===== config.mk =====
export PLATFORM = sky130hd
export DESIGN_NAME = pll_reset_sequencer
export DESIGN_NICKNAME = d
export VERILOG_FILES = /design/src/rtl/pll_reset_seq_pkg.sv /design/src/rtl/sync_ff_chain.sv /design/src/rtl/pll_reset_sequencer.sv
export SDC_FILE = /design/constraint.sdc
export NUM_CORES = 1
export LEC_CHECK = 0
export CELL_PAD_IN_SITES_DETAIL_PLACEMENT = 1
export CELL_PAD_IN_SITES_GLOBAL_PLACEMENT = 2
export CORE_UTILIZATION = 36
export DETAILED_ROUTE_END_ITERATION = 10
export PLACE_DENSITY_LB_ADDON = 0.1
export SKIP_LAST_GASP = 1
export SLEW_MARGIN = 40
export SYNTH_ARGS = -nofsm -noshare
export SYNTH_HDL_FRONTEND = slang
export SYNTH_SLANG_ARGS = --single-unit

===== constraint.sdc =====
create_clock -name clock -period 4.5 [get_ports clock]
set_clock_uncertainty 0.05 [all_clocks]
set_input_delay 0.9 -clock clock [delete_from_list [all_inputs] [get_ports clock]]
set_output_delay 0.9 -clock clock [all_outputs]
set_load 0.03 [all_outputs]

===== src/rtl/pll_reset_seq_pkg.sv =====
// ============================================================================
// Module      : pll_reset_seq_pkg
// Description : Shared state encoding and counter-width helper for the
//               PLL reset sequencer.
// Revision    : 1.0 - initial release
// ============================================================================
`default_nettype none

package pll_reset_seq_pkg;

    localparam int unsigned STATE_W = 2;

    // Sequencer states; encoding is fixed so it can be probed externally.
    typedef enum logic [STATE_W-1:0] {
        WAIT_LOCK = 2'd0,
        STABILIZE = 2'd1,
        HOLD      = 2'd2,
        RUN       = 2'd3
    } state_e;

    // Width able to hold the larger of the two interval lengths,
    // i.e. clog2(max(lock_cycles, reset_cycles) + 1).
    function automatic int cnt_width(input int lock_cycles, input int reset_cycles);
        int max_v;
        int w;
        max_v = (lock_cycles > reset_cycles) ? lock_cycles : reset_cycles;
        w     = 1;
        while ((1 << w) < (max_v + 1)) begin
            w = w + 1;
        end
        return w;
    endfunction

endpackage : pll_reset_seq_pkg

`default_nettype wire


===== src/rtl/sync_ff_chain.sv =====
// ============================================================================
// Module      : sync_ff_chain
// Description : Single-bit multi-flop synchronizer with asynchronous
//               active-low clear. Output is the last flop of the chain.
// Revision    : 1.0 - initial release
// ============================================================================
`default_nettype none

module sync_ff_chain #(
    parameter int STAGES = 2
) (
    input  logic clk,
    input  logic rst_n,
    input  logic d,
    output logic q
);

    logic [STAGES-1:0] sync_q;
    logic [STAGES-1:0] sync_d;

    // Shift the asynchronous input one stage deeper each cycle.
    always_comb begin
        sync_d = {sync_q[STAGES-2:0], d};
    end

    // Chain registers; cleared immediately when reset is asserted.
    always_ff @(posedge clk or negedge rst_n) begin
        if (!rst_n) begin
            sync_q <= '0;
        end else begin
            sync_q <= sync_d;
        end
    end

    assign q = sync_q[STAGES-1];

endmodule : sync_ff_chain

`default_nettype wire


===== src/rtl/pll_reset_sequencer.sv =====
// ============================================================================
// Module      : pll_reset_sequencer
// Description : Turns a raw asynchronous PLL lock into a clean synchronous
//               reset and ready flag for one clock domain. Filters lock
//               chatter, enforces lock-stable and reset-hold intervals and
//               re-sequences on lock loss or software request.
//               Optional macro PLL_RESET_SEQ_LOSS_CNT_EN builds the
//               saturating lock-loss counter; otherwise lock_loss_cnt is 0.
// Revision    : 1.0 - initial release
// ============================================================================
`default_nettype none

module pll_reset_sequencer
    import pll_reset_seq_pkg::*;
#(
    parameter int SYNC_STAGES  = 2,
    parameter int LOCK_CYCLES  = 1024,
    parameter int RESET_CYCLES = 16,
    parameter int CNT_W        = 8
) (
    input  logic             clock,
    input  logic             reset_n,
    input  logic             pll_locked,
    input  logic             sw_rst_req,
    output logic             rst_out,
    output logic             ready,
    output logic [CNT_W-1:0] lock_loss_cnt
);

    localparam int            CW        = cnt_width(LOCK_CYCLES, RESET_CYCLES);
    localparam logic [CW-1:0] CNT_ONE   = CW'(1);
    localparam logic [CW-1:0] LOCK_LAST = CW'(LOCK_CYCLES - 1);
    localparam logic [CW-1:0] RST_LAST  = CW'(RESET_CYCLES - 1);

    logic          lock_s;
    state_e        state_q, state_d;
    logic [CW-1:0] cnt_q, cnt_d;
    logic          rst_out_q, rst_out_d;
    logic          ready_q, ready_d;

    sync_ff_chain #(
        .STAGES (SYNC_STAGES)
    ) u_lock_sync (
        .clk   (clock),
        .rst_n (reset_n),
        .d     (pll_locked),
        .q     (lock_s)
    );

    // Next-state logic: lock loss always takes priority over a software request.
    always_comb begin
        state_d = state_q;
        cnt_d   = cnt_q;
        case (state_q)
            WAIT_LOCK: begin
                if (lock_s) begin
                    state_d = STABILIZE;
                    cnt_d   = '0;
                end
            end
            STABILIZE: begin
                if (!lock_s) begin
                    state_d = WAIT_LOCK;
                    cnt_d   = '0;
                end else if (cnt_q == LOCK_LAST) begin
                    state_d = HOLD;
                    cnt_d   = '0;
                end else begin
                    cnt_d = cnt_q + CNT_ONE;
                end
            end
            HOLD: begin
                if (!lock_s) begin
                    state_d = WAIT_LOCK;
                    cnt_d   = '0;
                end else if (cnt_q == RST_LAST) begin
                    state_d = RUN;
                    cnt_d   = '0;
                end else begin
                    cnt_d = cnt_q + CNT_ONE;
                end
            end
            RUN: begin
                if (!lock_s) begin
                    state_d = WAIT_LOCK;
                    cnt_d   = '0;
                end else if (sw_rst_req) begin
                    state_d = HOLD;
                    cnt_d   = '0;
                end
            end
            default: begin
                state_d = WAIT_LOCK;
                cnt_d   = '0;
            end
        endcase
        // Outputs are derived from the next state so they flip on the same
        // edge as the state register rather than one cycle later.
        rst_out_d = (state_d != RUN);
        ready_d   = (state_d == RUN);
    end

    // State, interval counter and registered outputs.
    always_ff @(posedge clock or negedge reset_n) begin
        if (!reset_n) begin
            state_q   <= WAIT_LOCK;
            cnt_q     <= '0;
            rst_out_q <= 1'b1;
            ready_q   <= 1'b0;
        end else begin
            state_q   <= state_d;
            cnt_q     <= cnt_d;
            rst_out_q <= rst_out_d;
            ready_q   <= ready_d;
        end
    end

    assign rst_out = rst_out_q;
    assign ready   = ready_q;

`ifdef PLL_RESET_SEQ_LOSS_CNT_EN
    logic             loss_evt;
    logic [CNT_W-1:0] lock_loss_cnt_q, lock_loss_cnt_d;

    // Count lock drops seen while running, holding at all-ones.
    always_comb begin
        loss_evt        = (state_q == RUN) && !lock_s;
        lock_loss_cnt_d = lock_loss_cnt_q;
        if (loss_evt && (lock_loss_cnt_q != '1)) begin
            lock_loss_cnt_d = lock_loss_cnt_q + CNT_W'(1);
        end
    end

    // Lock-loss counter register.
    always_ff @(posedge clock or negedge reset_n) begin
        if (!reset_n) begin
            lock_loss_cnt_q <= '0;
        end else begin
            lock_loss_cnt_q <= lock_loss_cnt_d;
        end
    end

    assign lock_loss_cnt = lock_loss_cnt_q;
`else
    assign lock_loss_cnt = '0;
`endif

endmodule : pll_reset_sequencer

`default_nettype wire


==> flow_summary.json <==
{
  "outcome": "complete, but fails checks",
  "violations": "design-rule violations",
  "ys_ff_latch": 17,
  "synth_area_sq_um": 1080,
  "rsz0062_at_grt": "no",
  "cp.required_ns": 3.55,
  "antenna_found_initial": 0,
  "ys_top_cells_by_area": "dfrtp_1 37%, ha_1 6.9%, buf_4 5.5%",
  "cp_max_fo": 1,
  "end_kind": "output port",
  "tightestPinTransition_ns": 0.748,
  "cts_buffers": 3,
  "reg2reg_setup_slack_ns": 2.21,
  "crit_type": "reg -> out",
  "crit_path_start_kind": "register",
  "worstSetupPathDepth": 1,
  "power.total_mw": 0.443,
  "cts_tree": "done",
  "die_h_microns": 56.9,
  "synth_top_area_share_pct": 37.0,
  "first_pass_iters": 6,
  "routedWlPerCell_microns": 15.1,
  "maxSlewHeadroom_pct": 48.7,
  "ioPinCount": 14,
  "max_cap_violations": 0,
  "final_hold_viol_count": 0,
  "clkTransAtPathRegs_ns": 0.08,
  "drive_gt1_share_pct": 15.4,
  "die_w_microns": 56.9,
  "clockBufferDepth": 2,
  "r2r_cells": 6,
  "hold_class": "reg -> reg",
  "nets": 128,
  "antenna_cells": 0,
  "clk_latency_ns": 0.30,
  "crit_end": "rst_out",
  "synthToLayoutAreaGrowth_pct": 6.70,
  "ys_types": 37,
  "slowest_delay_ns": 0.65,
  "final.setup.tns_ns": 0,
  "htree_levels": 1,
  "grt_pass1_vias": 852,
  "rows": 19,
  "synth_seq_area_share_pct": 39.4,
  "die-area_sq_um": 3230,
  "fin_crit_ns": 2.41,
  "drt_wl_total_mm": 2.24,
  "gp_congestion": 0.723,
  "port_buffers": 5,
  "synth_flop_cell": "dfrtp_1",
  "critPathSlowestCell": "clkdlybuf4s50_1",
  "clockRootBuffer": "clkbuf_4",
  "cp.arrival_ns": 1.46,
  "vdd_drop_max_uv": 202,
  "core_sq_um": 2810,
  "grt_remaining_overflow": 0,
  "crit_family": "buffers and inverters",
  "synth_area_leader_cell": "dfrtp_1",
  "grt_use_total_pct": 16.2,
  "cts_resized": 0,
  "drt-initial-drc-count": 22,
  "fin_crit_sh_pct": 53.5,
  "synth_edf_count": 0,
  "power_leakage_nw": 0.552,
  "grt_max_degree": 18,
  "cp_cell_sequence": "clkdlybuf4s50_1",
  "ys_warn_count": 0,
  "setup-violations-final": 0,
  "r2r_end": "cnt_q[0]",
  "initial_core_util_pct": 38.6,
  "crit_start": "rst_out",
  "synthCells": 110,
  "path_buf_inv": 1,
  "power_density_nw_per_um2": 383,
  "timing.fmax_mhz": 415,
  "async_reset_ff_share_pct": 100,
  "cts_num_sinks": 17,
  "finalMaxSlewViolations": 0,
  "drtAntennaViolNets": 0,
  "syn_area_per_cell_sq_um": 9.85,
  "r2r-start": "cnt_q[0]",
  "vias": 826,
  "cts_setup_buffers": 0,
  "route.detailed.drc": 2,
  "grt_pass1_wl_mm": 3.98,
  "vias_per_cell": 5.58,
  "postCtsHoldBufs": 0,
  "hpwl_mm": 1.68,
  "fillers": 333
}
## layout by cell type (no fill, tap or decap), drive strengths merged, types with 6 or more instances in the layout
cell type and count:
dfrtp 16, o21ai 11, conb 8, nor2 8, nand2 6, a22o 6
ha 6, and3 6, a21oi 6
## sequential cells by signal, summed over array words and instances (netlist names)
register and cells:
cnt_q 11, state_q 2, u_lock_sync.sync_q 2, ready 1, rst_out 1
## report_power, final
group	internal (mW)	total [mW]	switching, mW
logic	0.0664	0.178	0.111
clock network	0.0345	0.0820	0.0475
registers	0.167	0.183	0.0160
total	0.268	0.443	0.175
## cell usage after synthesis, types with 2 or more instances
library cell / number
nand3_1: 2
o21ai_0: 9
inv_1: 4
a22o_1: 6
nand4_1: 3
and3_2: 2
o21ai_1: 2
buf_4: 8
mux2_2: 3
nand2_1: 6
nor2b_1: 3
a21o_1: 2
ha_1: 6
dfrtp_1: 16
nor3_1: 3
a21oi_1: 4
nor2_1: 7
and2_1: 2
and3_1: 4
## routing by layer
| layer | track usage (%) | part of all wire (%) | vias up |
|---|---|---|---|
| met5 | 0 | 0 | - |
| li1 | - | - | 403 |
| met2 | 23.5 | 44 | 9 |
| met3 | 2.76 | 2.0 | 4 |
| met1 | 23.2 | 53 | 410 |
| met4 | 8.01 | 1.4 | 0 |
## stage by stage
| step | util [%] | setup slack [ns] | std cells | area [sq um] | hold slack (ns) |
|---|---|---|---|---|---|
| floorplan | - | 2.47 | 117 | 1110 | 0.281 |
| global placement | 40.5 | 1.85 | 144 | 1130 | 0.288 |
| detailed placement | 40.3 | 1.82 | 144 | 1130 | 0.287 |
| CTS | 41.2 | 2.07 | 148 | 1160 | 0.309 |
| global route | 41.2 | 2.03 | 148 | 1160 | 0.316 |
| finish | 41.2 | 2.09 | 148 | 1160 | 0.305 |
## worst min path at each step
stage                                     start                    end  cells past startpoint
final                     u_lock_sync.sync_q[0]  u_lock_sync.sync_q[1]                      0
after global routing      u_lock_sync.sync_q[0]  u_lock_sync.sync_q[1]                      0
after CTS                 u_lock_sync.sync_q[0]  u_lock_sync.sync_q[1]                      0
after detailed placement  u_lock_sync.sync_q[0]  u_lock_sync.sync_q[1]                      0
after global placement    u_lock_sync.sync_q[0]  u_lock_sync.sync_q[1]                      0
after floorplan           u_lock_sync.sync_q[0]  u_lock_sync.sync_q[1]                      0
## cell type report
cell class              instances  area [sq um]  share of cell area (%)
clock buffers                   4          26.3                    2.27
inverters                       4          15.0                    1.30
multi-input cells              87           604                    52.3
flip-flops and latches         17           427                    36.9
well taps                      31          38.8                    3.35
repair buffers                  5          45.0                    3.90
## kinds of logic after synthesis
logic type               share of synthesized area, %
buffers and inverters                            7.27
flip-flops                                       39.4
AND/OR/NAND/NOR                                  21.1
multiplexers                                     4.04
AO/OA/AOI/OAI                                    20.9
adder cells (fa/ha/maj)                          6.93
other                                           0.346
No activity file was read; power rests on OpenSTA's default activity.
